<file path="src/rtl/camera_burst_ctrl_pkg.sv">
// camera_pkg: FSM state type and widths shared by the camera burst controller files
package camera_pkg;
  typedef enum logic [1:0] {ST_IDLE, ST_REQ, ST_XFER, ST_DONE} state_e;
  localparam int DATA_W = 8;
  localparam int SKID_DEPTH = 2;
  localparam int SKID_CNT_W = 2;
  function automatic int cnt_w(input int n);
    return $clog2(n) + 1;
  endfunction
endpackage

</file>
<file path="src/rtl/camera_burst_ctrl_if.sv">
// camera_burst_ctrl_if: FIFO read port, arbiter handshake and write-data stream of the burst controller
interface camera_burst_ctrl_if import camera_pkg::*; #(
  parameter int ADDR_W = 28,
  parameter int LVL_W = 14
);
  logic frame_start;
  logic [LVL_W-1:0] fifo_rd_level;
  logic fifo_rd_empty;
  logic fifo_rd_en;
  logic [DATA_W-1:0] fifo_rd_data;
  logic burst_req;
  logic burst_gnt;
  logic [ADDR_W-1:0] burst_addr;
  logic [DATA_W-1:0] wdata;
  logic wdata_valid;
  logic wdata_ready;
  logic burst_done;
  logic frame_done;
  logic underrun_err;
  modport master (
    input frame_start, fifo_rd_level, fifo_rd_empty, fifo_rd_data, burst_gnt, wdata_ready,
    output fifo_rd_en, burst_req, burst_addr, wdata, wdata_valid, burst_done, frame_done, underrun_err
  );
  modport slave (
    output frame_start, fifo_rd_level, fifo_rd_empty, fifo_rd_data, burst_gnt, wdata_ready,
    input fifo_rd_en, burst_req, burst_addr, wdata, wdata_valid, burst_done, frame_done, underrun_err
  );
endinterface

</file>
<file path="src/rtl/camera_burst_ctrl_skid.sv">
// camera_skid_buf: 2-entry byte FIFO with combinational head, push and pop allowed together
module camera_skid_buf import camera_pkg::*; (
  input  logic                  clk,
  input  logic                  rst,
  input  logic                  push,
  input  logic                  pop,
  input  logic [DATA_W-1:0]     din,
  output logic [DATA_W-1:0]     dout,
  output logic [SKID_CNT_W-1:0] count
);
  logic [DATA_W-1:0] mem_q [SKID_DEPTH];
  logic [DATA_W-1:0] mem_d [SKID_DEPTH];
  logic wr_ptr_q, wr_ptr_d, rd_ptr_q, rd_ptr_d, pop_ok, push_ok;
  logic [SKID_CNT_W-1:0] cnt_q, cnt_d;
  always_comb begin
    pop_ok = pop && cnt_q != '0;
    push_ok = push && (cnt_q != SKID_CNT_W'(SKID_DEPTH) || pop_ok);
    mem_d = mem_q;
    if (push_ok) mem_d[wr_ptr_q] = din;
    wr_ptr_d = wr_ptr_q ^ push_ok;
    rd_ptr_d = rd_ptr_q ^ pop_ok;
    cnt_d = cnt_q + SKID_CNT_W'(push_ok) - SKID_CNT_W'(pop_ok);
  end
  always_ff @(posedge clk)
    if (rst) begin
      mem_q <= '{default: '0};
      wr_ptr_q <= 1'b0;
      rd_ptr_q <= 1'b0;
      cnt_q <= '0;
    end else begin
      mem_q <= mem_d;
      wr_ptr_q <= wr_ptr_d;
      rd_ptr_q <= rd_ptr_d;
      cnt_q <= cnt_d;
    end
  assign dout = mem_q[rd_ptr_q];
  assign count = cnt_q;
endmodule

</file>
<file path="src/rtl/camera_burst_ctrl.sv">
// camera_burst_ctrl: drains fixed-size bursts from the camera FIFO into a write stream and tracks the frame address
module camera_burst_ctrl import camera_pkg::*; #(
  parameter int BURST_LEN = 256,
  parameter int ADDR_W = 28,
  parameter int BASE_ADDR = 0,
  parameter int FRAME_BYTES = 1843200,
  parameter int LVL_W = 14
) (
  input logic rd_clk,
  input logic rd_rst,
  camera_burst_ctrl_if.master b
);
  localparam int CW = cnt_w(BURST_LEN);
  localparam logic [CW-1:0] BL = CW'(BURST_LEN);
  localparam logic [ADDR_W-1:0] BASE = ADDR_W'(BASE_ADDR);
  localparam logic [ADDR_W-1:0] STEP = ADDR_W'(BURST_LEN);
  localparam logic [ADDR_W-1:0] FRAME_END = ADDR_W'(BASE_ADDR + FRAME_BYTES);
  localparam logic [LVL_W-1:0] LVL_MIN = LVL_W'(BURST_LEN);
  state_e state_q, state_d;
  logic [ADDR_W-1:0] addr_q, addr_d, next_addr;
  logic [CW-1:0] rd_cnt_q, rd_cnt_d, wr_cnt_q, wr_cnt_d;
  logic inflight_q, inflight_d, frame_pend_q, frame_pend_d, req_q, req_d;
  logic done_q, done_d, fdone_q, fdone_d, err_q, err_d;
  logic [SKID_CNT_W-1:0] skid_cnt;
  logic [DATA_W-1:0] skid_head;
  logic skid_valid, accept, reading, rd_en;
  camera_skid_buf u_skid (
    .clk   (rd_clk),
    .rst   (rd_rst),
    .push  (inflight_q),
    .pop   (accept),
    .din   (b.fifo_rd_data),
    .dout  (skid_head),
    .count (skid_cnt)
  );
  // occupancy counts this cycle's accept so a steady ready stream reads every clock
  always_comb begin
    skid_valid = skid_cnt != '0;
    accept = skid_valid && b.wdata_ready;
    reading = state_q == ST_XFER || (state_q == ST_REQ && b.burst_gnt);
    rd_en = reading && rd_cnt_q < BL && (3'(skid_cnt) + 3'(inflight_q) - 3'(accept)) < 3'd2;
    next_addr = addr_q + STEP;
    state_d = state_q;
    addr_d = addr_q;
    rd_cnt_d = rd_cnt_q + CW'(rd_en);
    wr_cnt_d = wr_cnt_q + CW'(accept);
    inflight_d = rd_en;
    frame_pend_d = frame_pend_q || b.frame_start;
    req_d = req_q;
    done_d = 1'b0;
    fdone_d = 1'b0;
    err_d = err_q || (rd_en && b.fifo_rd_empty);
    case (state_q)
      ST_IDLE: begin
        addr_d = frame_pend_d ? BASE : addr_q;
        frame_pend_d = 1'b0;
        if (b.fifo_rd_level >= LVL_MIN) begin
          state_d = ST_REQ;
          req_d = 1'b1;
          rd_cnt_d = '0;
          wr_cnt_d = '0;
        end
      end
      ST_REQ: if (b.burst_gnt) begin
        state_d = ST_XFER;
        req_d = 1'b0;
      end
      ST_XFER: if (wr_cnt_d == BL) begin
        state_d = ST_DONE;
        done_d = 1'b1;
        fdone_d = next_addr == FRAME_END;
      end
      default: begin
        addr_d = next_addr == FRAME_END ? BASE : next_addr;
        state_d = ST_IDLE;
      end
    endcase
  end
  always_ff @(posedge rd_clk)
    if (rd_rst) begin
      state_q <= ST_IDLE;
      addr_q <= BASE;
      rd_cnt_q <= '0;
      wr_cnt_q <= '0;
      inflight_q <= 1'b0;
      frame_pend_q <= 1'b0;
      req_q <= 1'b0;
      done_q <= 1'b0;
      fdone_q <= 1'b0;
      err_q <= 1'b0;
    end else begin
      state_q <= state_d;
      addr_q <= addr_d;
      rd_cnt_q <= rd_cnt_d;
      wr_cnt_q <= wr_cnt_d;
      inflight_q <= inflight_d;
      frame_pend_q <= frame_pend_d;
      req_q <= req_d;
      done_q <= done_d;
      fdone_q <= fdone_d;
      err_q <= err_d;
    end
  assign b.fifo_rd_en = rd_en;
  assign b.burst_req = req_q;
  assign b.burst_addr = addr_q;
  assign b.wdata = skid_valid ? skid_head : '0;
  assign b.wdata_valid = skid_valid;
  assign b.burst_done = done_q;
  assign b.frame_done = fdone_q;
  assign b.underrun_err = err_q;
endmodule

</file>
<file path="src/flat_wrapper.sv">
// flat-port wrapper written by rule: the top's interface ports become plain ports
module camera_burst_ctrl_flat import camera_pkg::*;
#(
  parameter int BURST_LEN = 256,
  parameter int ADDR_W = 28,
  parameter int BASE_ADDR = 0,
  parameter int FRAME_BYTES = 1843200,
  parameter int LVL_W = 14
)
  (rd_clk, rd_rst, b_frame_start, b_fifo_rd_level, b_fifo_rd_empty, b_fifo_rd_data, b_burst_gnt, b_wdata_ready, b_fifo_rd_en, b_burst_req, b_burst_addr, b_wdata, b_wdata_valid, b_burst_done, b_frame_done, b_underrun_err);
  camera_burst_ctrl_if #(.ADDR_W(ADDR_W), .LVL_W(LVL_W)) b_i ();
  input logic rd_clk;
  input logic rd_rst;
  input wire logic [$bits(b_i.frame_start)-1:0] b_frame_start;
  input wire logic [$bits(b_i.fifo_rd_level)-1:0] b_fifo_rd_level;
  input wire logic [$bits(b_i.fifo_rd_empty)-1:0] b_fifo_rd_empty;
  input wire logic [$bits(b_i.fifo_rd_data)-1:0] b_fifo_rd_data;
  input wire logic [$bits(b_i.burst_gnt)-1:0] b_burst_gnt;
  input wire logic [$bits(b_i.wdata_ready)-1:0] b_wdata_ready;
  output wire logic [$bits(b_i.fifo_rd_en)-1:0] b_fifo_rd_en;
  output wire logic [$bits(b_i.burst_req)-1:0] b_burst_req;
  output wire logic [$bits(b_i.burst_addr)-1:0] b_burst_addr;
  output wire logic [$bits(b_i.wdata)-1:0] b_wdata;
  output wire logic [$bits(b_i.wdata_valid)-1:0] b_wdata_valid;
  output wire logic [$bits(b_i.burst_done)-1:0] b_burst_done;
  output wire logic [$bits(b_i.frame_done)-1:0] b_frame_done;
  output wire logic [$bits(b_i.underrun_err)-1:0] b_underrun_err;
  assign b_i.frame_start = b_frame_start;
  assign b_i.fifo_rd_level = b_fifo_rd_level;
  assign b_i.fifo_rd_empty = b_fifo_rd_empty;
  assign b_i.fifo_rd_data = b_fifo_rd_data;
  assign b_i.burst_gnt = b_burst_gnt;
  assign b_i.wdata_ready = b_wdata_ready;
  assign b_fifo_rd_en = b_i.fifo_rd_en;
  assign b_burst_req = b_i.burst_req;
  assign b_burst_addr = b_i.burst_addr;
  assign b_wdata = b_i.wdata;
  assign b_wdata_valid = b_i.wdata_valid;
  assign b_burst_done = b_i.burst_done;
  assign b_frame_done = b_i.frame_done;
  assign b_underrun_err = b_i.underrun_err;
  camera_burst_ctrl #(.BURST_LEN(BURST_LEN), .ADDR_W(ADDR_W), .BASE_ADDR(BASE_ADDR), .FRAME_BYTES(FRAME_BYTES), .LVL_W(LVL_W)) u_core (.rd_clk(rd_clk), .rd_rst(rd_rst), .b(b_i));
endmodule
</file>
<file path="config.mk">
export PLATFORM = sky130hd
export DESIGN_NAME = camera_burst_ctrl_flat
export DESIGN_NICKNAME = d
export VERILOG_FILES = /design/src/rtl/camera_burst_ctrl_pkg.sv /design/src/rtl/camera_burst_ctrl_if.sv /design/src/rtl/camera_burst_ctrl_skid.sv /design/src/rtl/camera_burst_ctrl.sv /design/src/flat_wrapper.sv
export SDC_FILE = /design/constraint.sdc
export NUM_CORES = 1
export LEC_CHECK = 0
export CAP_MARGIN = 5
export CORE_MARGIN = 2
export CORE_UTILIZATION = 45
export DETAILED_ROUTE_END_ITERATION = 10
export PLACE_DENSITY_LB_ADDON = 0.25
export SLEW_MARGIN = 25
export SYNTH_ARGS = -nofsm -noshare
export SYNTH_HDL_FRONTEND = slang
export SYNTH_HIERARCHICAL = 1
export SYNTH_SLANG_ARGS = --single-unit
</file>
<file path="constraint.sdc">
create_clock -name rd_clk -period 3.3 [get_ports rd_clk]
set_input_delay 0.33 -clock rd_clk [delete_from_list [all_inputs] [get_ports rd_clk]]
set_output_delay 0.33 -clock rd_clk [all_outputs]
set_load 0.02 [all_outputs]
</file>
==> qor.yml, run 1 <==
overflow: 0
htree_levels: 3
ys_seq_area_frac: 0.354
cts_hold_buf: 0
dp_slack_ns: -0.0467
layout-drive-gt1-share: 0.0885
tritoncts: "yes"
path_class: "reg2reg"
p_sw_frac: 0.347
fmax_mhz: 339
ys_ff_latch: 66
synth_ff_type: "dfxtp_1"
final_core_util: 0.557
grt_pass1_vias: 3077
wirelength_um: 8520
irDropWorstVdd_mv: 0.310
setup_tns_ns: 0
numCtsBuffers: 9
dp_hpwl_um: 6000
portBuffers: 53
via_per_inst: 5.43
fin_crit_ns: 2.95
postSynthCellCount: 451
setup_viol: 0
synth_enable_flop_cells: 0
ys_types: 59
p_leak_uw: 0.00168
wl_per_cell_um: 14.2
dr.pass1.iters: 5
netSwitchingPower_uw: 906
pin_count: 70
grt_max_degree: 26
crit_path_end_kind: "flop"
async_flop_share: 0
gp_routability_congestion: 0.894
cts.sinks: 66
combPwrFrac: 0.328
hp-class: "reg2reg"
worst_slack_ns: 0.352
clk_pin_slew_worst_paths_ns: 0.08
vias: 3266
report.final.slew_viol_count: 0
fin_nets: 534
worst_slew_pin_slew_ns: 0.708
p_clk_frac: 0.315
initial_core_util: 0.459
seqPwrFrac: 0.357
synth_area_per_cell_um2: 8.28
critPathLaunchType: "flop"
clk_latency_ns: 0.34
power_density_nw_per_um2: 576
rows: 33
power.internal_uw: 1710
final-hold-violation-count: 0
drv_cap: 0
die_y_um: 95.1
max-slew-margin-rel: 0.526
status: "complete, no violations"
clock_path_buffers: 2
grt_pass1_wl_um: 14100
finalInstanceArea_um2: 4530
ant_nets: 0
die_area_um2: 9040
slowest_stage: "dfxtp_1"
area_growth_syn_to_layout_pct: 21.4
grt.total_usage: 0.198
antenna_found_initial: 0
yosysWarnings: 6
drt_iter0_drc: 142
max_stage_delay_ns: 0.51
skew_ns: 0.0100
core_area_um2: 8130
path_max_fanout: 8
placed_area_um2: 4290
crit_chain: "o21ai_4, nor2_1, o21ai_0, fa_1, xor2_1, nor4b_2, ha_1, ha_1, and3_1, nand3_1, xor2_1, nor2_1"
min_period_over_period: 0.893
drc: 0
ff2ff_setup_slack_ns: 0.35
fp.dieW_um: 95.1
required_ns: 3.52
root_buffer: "clkbuf_8"
rsz0062_at_grt: "false"
num_antenna_cells: 0
fillCellCount: 753
syn_area_um2: 3730
cp.arrival_ns: 3.17
[metrics by stage]
step           hold slack [ns]  total power [uW]  instances
5_1_grt                  0.508              2780        602
2_1_floorplan            0.454              1540        458
3_5_place_dp             0.471              1810        586
6_report                 0.489              2610        602
4_1_cts                  0.481              2640        602
3_3_place_gp             0.450              1780        586
[cell usage after synthesis (all sizes together) (8+ instances only)]
| master | n | area (um^2) |
|---|---|---|
| and2 | 9 | 56.3 |
| nor2 | 71 | 269 |
| xor2 | 12 | 105 |
| nor4 | 8 | 62.6 |
| mux2i | 19 | 190 |
| o21ai | 18 | 101 |
| ha | 13 | 163 |
| and3 | 10 | 62.6 |
| nand3 | 22 | 110 |
| buf | 18 | 118 |
| nor3 | 8 | 40.0 |
| inv | 13 | 48.8 |
| dfxtp | 66 | 1320 |
| clkbuf | 18 | 67.6 |
| a21oi | 22 | 114 |
| nand2 | 28 | 105 |
| nand4 | 11 | 68.8 |
| xnor2 | 14 | 123 |
| mux2 | 9 | 105 |
[metal layers]
| metal | up-vias | wire length, um | track usage |
|---|---|---|---|
| met2 | 73 | 4110 | 0.334 |
| li1 | 1641 | - | - |
| met3 | 6 | 374 | 0.0553 |
| met1 | 1546 | 3990 | 0.243 |
| met5 | - | 0 | 0 |
| met4 | 0 | 48 | 0.0628 |
[sequential cells by signal (all words and copies together), names as in the netlist]
register                flops
u_core/u_skid/rd_ptr_q      1
u_core/wr_cnt_q             9
u_core/inflight_q           1
u_core/u_skid/count         2
u_core/u_skid/wr_ptr_q      1
u_core/state_q              2
u_core/b.burst_req          1
u_core/b.burst_done         1
u_core/b.underrun_err       1
u_core/u_skid/mem_q        16
u_core/frame_pend_q         1
u_core/rd_cnt_q             9
u_core/b.burst_addr        20
u_core/b.frame_done         1
[layout by cell type (no fill, tap or decap), drive strengths merged, types with 3 or more instances in the layout]
master	n
and4	4
nor2b	4
dfxtp	66
or2	4
ha	13
inv	14
a31o	6
xnor2	14
and3	10
a22oi	3
bufinv	3
nor4	8
nor3	8
o21ai	18
buf	6
a21oi	22
nand2	28
and2	9
nand3	22
or4	5
xor2	12
clkbuf	10
conb	8
nand4	11
mux2	9
mux2i	19
clkdlybuf4s50	52
nor2	71
or3	4
[what timing repair did]
item	in CTS	in global routing
setup endpoints to repair	0	1
buffers inserted	0	0
gates resized for setup	0	2
[path summary, 6_finish.rpt]
check / from / endpoint / cells past startpoint
hold / removal: u_core/b.underrun_err / u_core/b.underrun_err / 2
setup reg to reg: u_core/u_skid/count[0] / u_core/rd_cnt_q[8] / 12
hold reg to reg: u_core/b.underrun_err / u_core/b.underrun_err / 2
setup / recovery: u_core/u_skid/count[0] / u_core/rd_cnt_q[8] / 12
[critical path, delay by kind of cell (launching register included)]
kind / cells / cell delay, ns
adders and majority gates: 3 / 0.87
xor gates and xnor gates: 2 / 0.30
AOI/OAI and AO/OA: 2 / 0.28
DFF: 1 / 0.51
and+or+nand+nor: 5 / 0.86
[kinds of logic (layout without fill, tap and decap cells)]
logic type                 Yosys count  after routing  share of synthesized area
xor gates and xnor gates            27             27                     0.0670
buffers and inverters               50             89                     0.0637
other                                1              8                    0.00100
AOI/OAI and AO/OA                   68             68                      0.121
DFF                                 66             66                      0.354
and+or+nand+nor                    197            197                      0.265
muxes                               28             28                     0.0791
adders and majority gates           14             14                     0.0489
[layout make-up]
class                      instances  area [um^2]  area share
clock buffer                      10          128      0.0282
multi-input combinational        342         2210       0.487
clock inverter                     6          114      0.0251
inverter                          14         52.6      0.0116
sequential                        66         1320       0.292
tap                              105          131      0.0290
timing repair buffer              59          578       0.128
[power by group through the flow]
stage	clock, uW	combinational (uW)	sequential, uW
after floorplan	0	594	950
after global placement	0	843	942
after detailed placement	0	858	948
after CTS	847	861	930
after global routing	884	956	941
final	823	857	931
No activity file was read; power rests on OpenSTA's default activity.
==> run 2, diff against run 1 <==
--- a/config.mk
+++ b/config.mk
@@ -9,6 +9,7 @@
 export CORE_MARGIN = 2
 export CORE_UTILIZATION = 45
 export DETAILED_ROUTE_END_ITERATION = 10
+export MAX_ROUTING_LAYER = met4
 export PLACE_DENSITY_LB_ADDON = 0.25
 export SLEW_MARGIN = 25
 export SYNTH_ARGS = -nofsm -noshare
==> qor.yml, run 2 (same netlist as run 1, synthesis figures left out) <==
status: "complete, no violations"
critPathTopFamily: "adder cells"
via_per_inst: 5.45  # +0.37%
rows: 33  # unchanged
grt_pass1_wl_um: 14100  # unchanged
drc: 0  # unchanged
finalInstanceArea_um2: 4530  # unchanged
cts_resized: 0  # unchanged
fin_nets: 534  # unchanged
max_stage_delay_ns: 0.51  # about the same
antenna_found_initial: 0  # unchanged
fp.dieW_um: 95.1  # unchanged
htree_levels: 3  # unchanged
worst-path-buf-inv: 0  # unchanged
layout-drive-gt1-share: 0.0885  # unchanged
clk_latency_ns: 0.34  # about the same
num_antenna_cells: 0  # unchanged
p_leak_uw: 0.00168  # unchanged
drv_cap: 0  # unchanged
tritoncts: "yes"
grt_max_degree: 26  # unchanged
ant_nets: 0  # unchanged
final-hold-violation-count: 0  # unchanged
pin_count: 70  # unchanged
largest_register_ffs: 20  # unchanged
grt.total_usage: 0.204  # +0.00655
post_cts_buffers: 0  # unchanged
root_buffer: "clkbuf_8"
setup_viol: 0  # unchanged
max-slew-margin-rel: 0.536  # +0.0101
clock_path_buffers: 2  # unchanged
wirelength_um: 8530  # about the same
power.internal_uw: 1700  # about the same
numCtsBuffers: 9  # unchanged
power_density_nw_per_um2: 575  # -0.20%
cp.arrival_ns: 3.17  # about the same
setup_tns_ns: 0  # unchanged
slowest_stage: "dfxtp_1"
fin_crit_ns: 2.95  # -0.0000380 ns
p_clk_frac: 0.316  # about the same
overflow: 0  # unchanged
placed_area_um2: 4290  # unchanged
fillCellCount: 753  # unchanged
netSwitchingPower_uw: 900  # -0.57%
critPathLaunchType: "flop"
crit_path_end_kind: "flop"
initial_core_util: 0.459  # unchanged
cts.sinks: 66  # unchanged
min_period_over_period: 0.893  # about the same
seqPwrFrac: 0.357  # about the same
die_area_um2: 9040  # unchanged
report.final.slew_viol_count: 0  # unchanged
worst_slew_pin_slew_ns: 0.695  # -0.0125 ns
crit_chain: "o21ai_4, nor2_1, o21ai_0, fa_1, xor2_1, nor4b_2, ha_1, ha_1, and3_1, nand3_1, xor2_1, nor2_1"
irDropWorstVdd_mv: 0.309  # -0.56%
dr.pass1.iters: 4  # -1
die_y_um: 95.1  # unchanged
layout_common_cells: "nor2_1 (70), dfxtp_1 (65), clkdlybuf4s50_1 (52), nand2_1 (28), nand3_1 (22)"
combPwrFrac: 0.327  # about the same
dp_hpwl_um: 6000  # unchanged
core_area_um2: 8130  # unchanged
wl_per_cell_um: 14.2  # about the same
required_ns: 3.52  # about the same
hp-class: "reg2reg"
skew_ns: 0.0102  # +0.000232 ns
hold_ws_ns: 0.489  # -0.0000260 ns
cts_hold_buf: 0  # unchanged
grt_pass1_vias: 3082  # +0.16%
portBuffers: 53  # unchanged
clk_pin_slew_worst_paths_ns: 0.08  # about the same
drt_iter0_drc: 133  # -6.3%
path_max_fanout: 8  # unchanged
p_sw_frac: 0.346  # -0.00128
path_class: "reg2reg"
area_growth_syn_to_layout_pct: 21.4  # unchanged
final_core_util: 0.557  # unchanged
vias: 3278  # +0.37%
final_common_cell: "nor2_1"
rsz0062_at_grt: "false"
fmax_mhz: 339  # about the same
gp_routability_congestion: 0.909  # +1.7%
[run 2: cell counts in the layout (fill, tap and decap cells not counted)]
Identical to the previous run, type by type.
[run 2: final timing paths]
path              cells after the start  slack (ns)              startpoint                     to
hold / removal                        2        0.49   u_core/b.underrun_err  u_core/b.underrun_err
setup reg to reg                     12        0.35  u_core/u_skid/count[0]     u_core/rd_cnt_q[8]
setup / recovery                     12        0.35  u_core/u_skid/count[0]     u_core/rd_cnt_q[8]
hold reg to reg                       2        0.49   u_core/b.underrun_err  u_core/b.underrun_err
[run 2: power groups by stage]
stage / Clock, uW / Sequential [uW] / Combinational, uW
floorplan: 0 / 950 / 594
global placement: 0 / 942 / 843
detailed placement: 0 / 948 / 858
CTS: 847 / 930 / 861
global route: 887 / 941 / 956
finish: 823 / 931 / 852
[run 2: worst register-to-register path, stage by stage (launching register included)]
cell	delay, ns
dfxtp_1	0.51
o21ai_4	0.14
nor2_1	0.18
o21ai_0	0.14
fa_1	0.39
xor2_1	0.16
nor4b_2	0.32
ha_1	0.27
ha_1	0.21
and3_1	0.21
nand3_1	0.10
xor2_1	0.14
nor2_1	0.05
[run 2: cell type report]
class	instances	area [um^2]	share of cell area
multi-input combinational	342	2210	0.487
sequential	66	1320	0.292
timing repair buffer	59	578	0.128
tap	105	131	0.0290
clock buffer	10	128	0.0282
clock inverter	6	114	0.0251
inverter	14	52.6	0.0116
[run 2: per-layer routing]
layer  vias to the layer above  global-route usage  wire length [um]
li1                       1639                   -                 -
met1                      1537               0.244              3860
met2                        96               0.335              4140
met3                         6              0.0601               463
met4                         0              0.0592                64
met5                         -                   -                 0
[run 2: through the flow]
stage	instances	setup WS (ns)	total power, uW
final	602	0.352	2610
after global routing	602	0.0589	2780
after CTS	602	0.0624	2640
after detailed placement	586	-0.0467	1810
after global placement	586	0.0792	1780
after floorplan	458	0.251	1540
==> run 3, diff against run 2 <==
--- a/config.mk
+++ b/config.mk
@@ -11,7 +11,7 @@
 export DETAILED_ROUTE_END_ITERATION = 10
 export MAX_ROUTING_LAYER = met4
 export PLACE_DENSITY_LB_ADDON = 0.25
-export SLEW_MARGIN = 25
+export SLEW_MARGIN = 10
 export SYNTH_ARGS = -nofsm -noshare
 export SYNTH_HDL_FRONTEND = slang
 export SYNTH_HIERARCHICAL = 1
==> results of run 3 <==
Same layout as run 2: the final DEF is identical, and so are final timing and power.
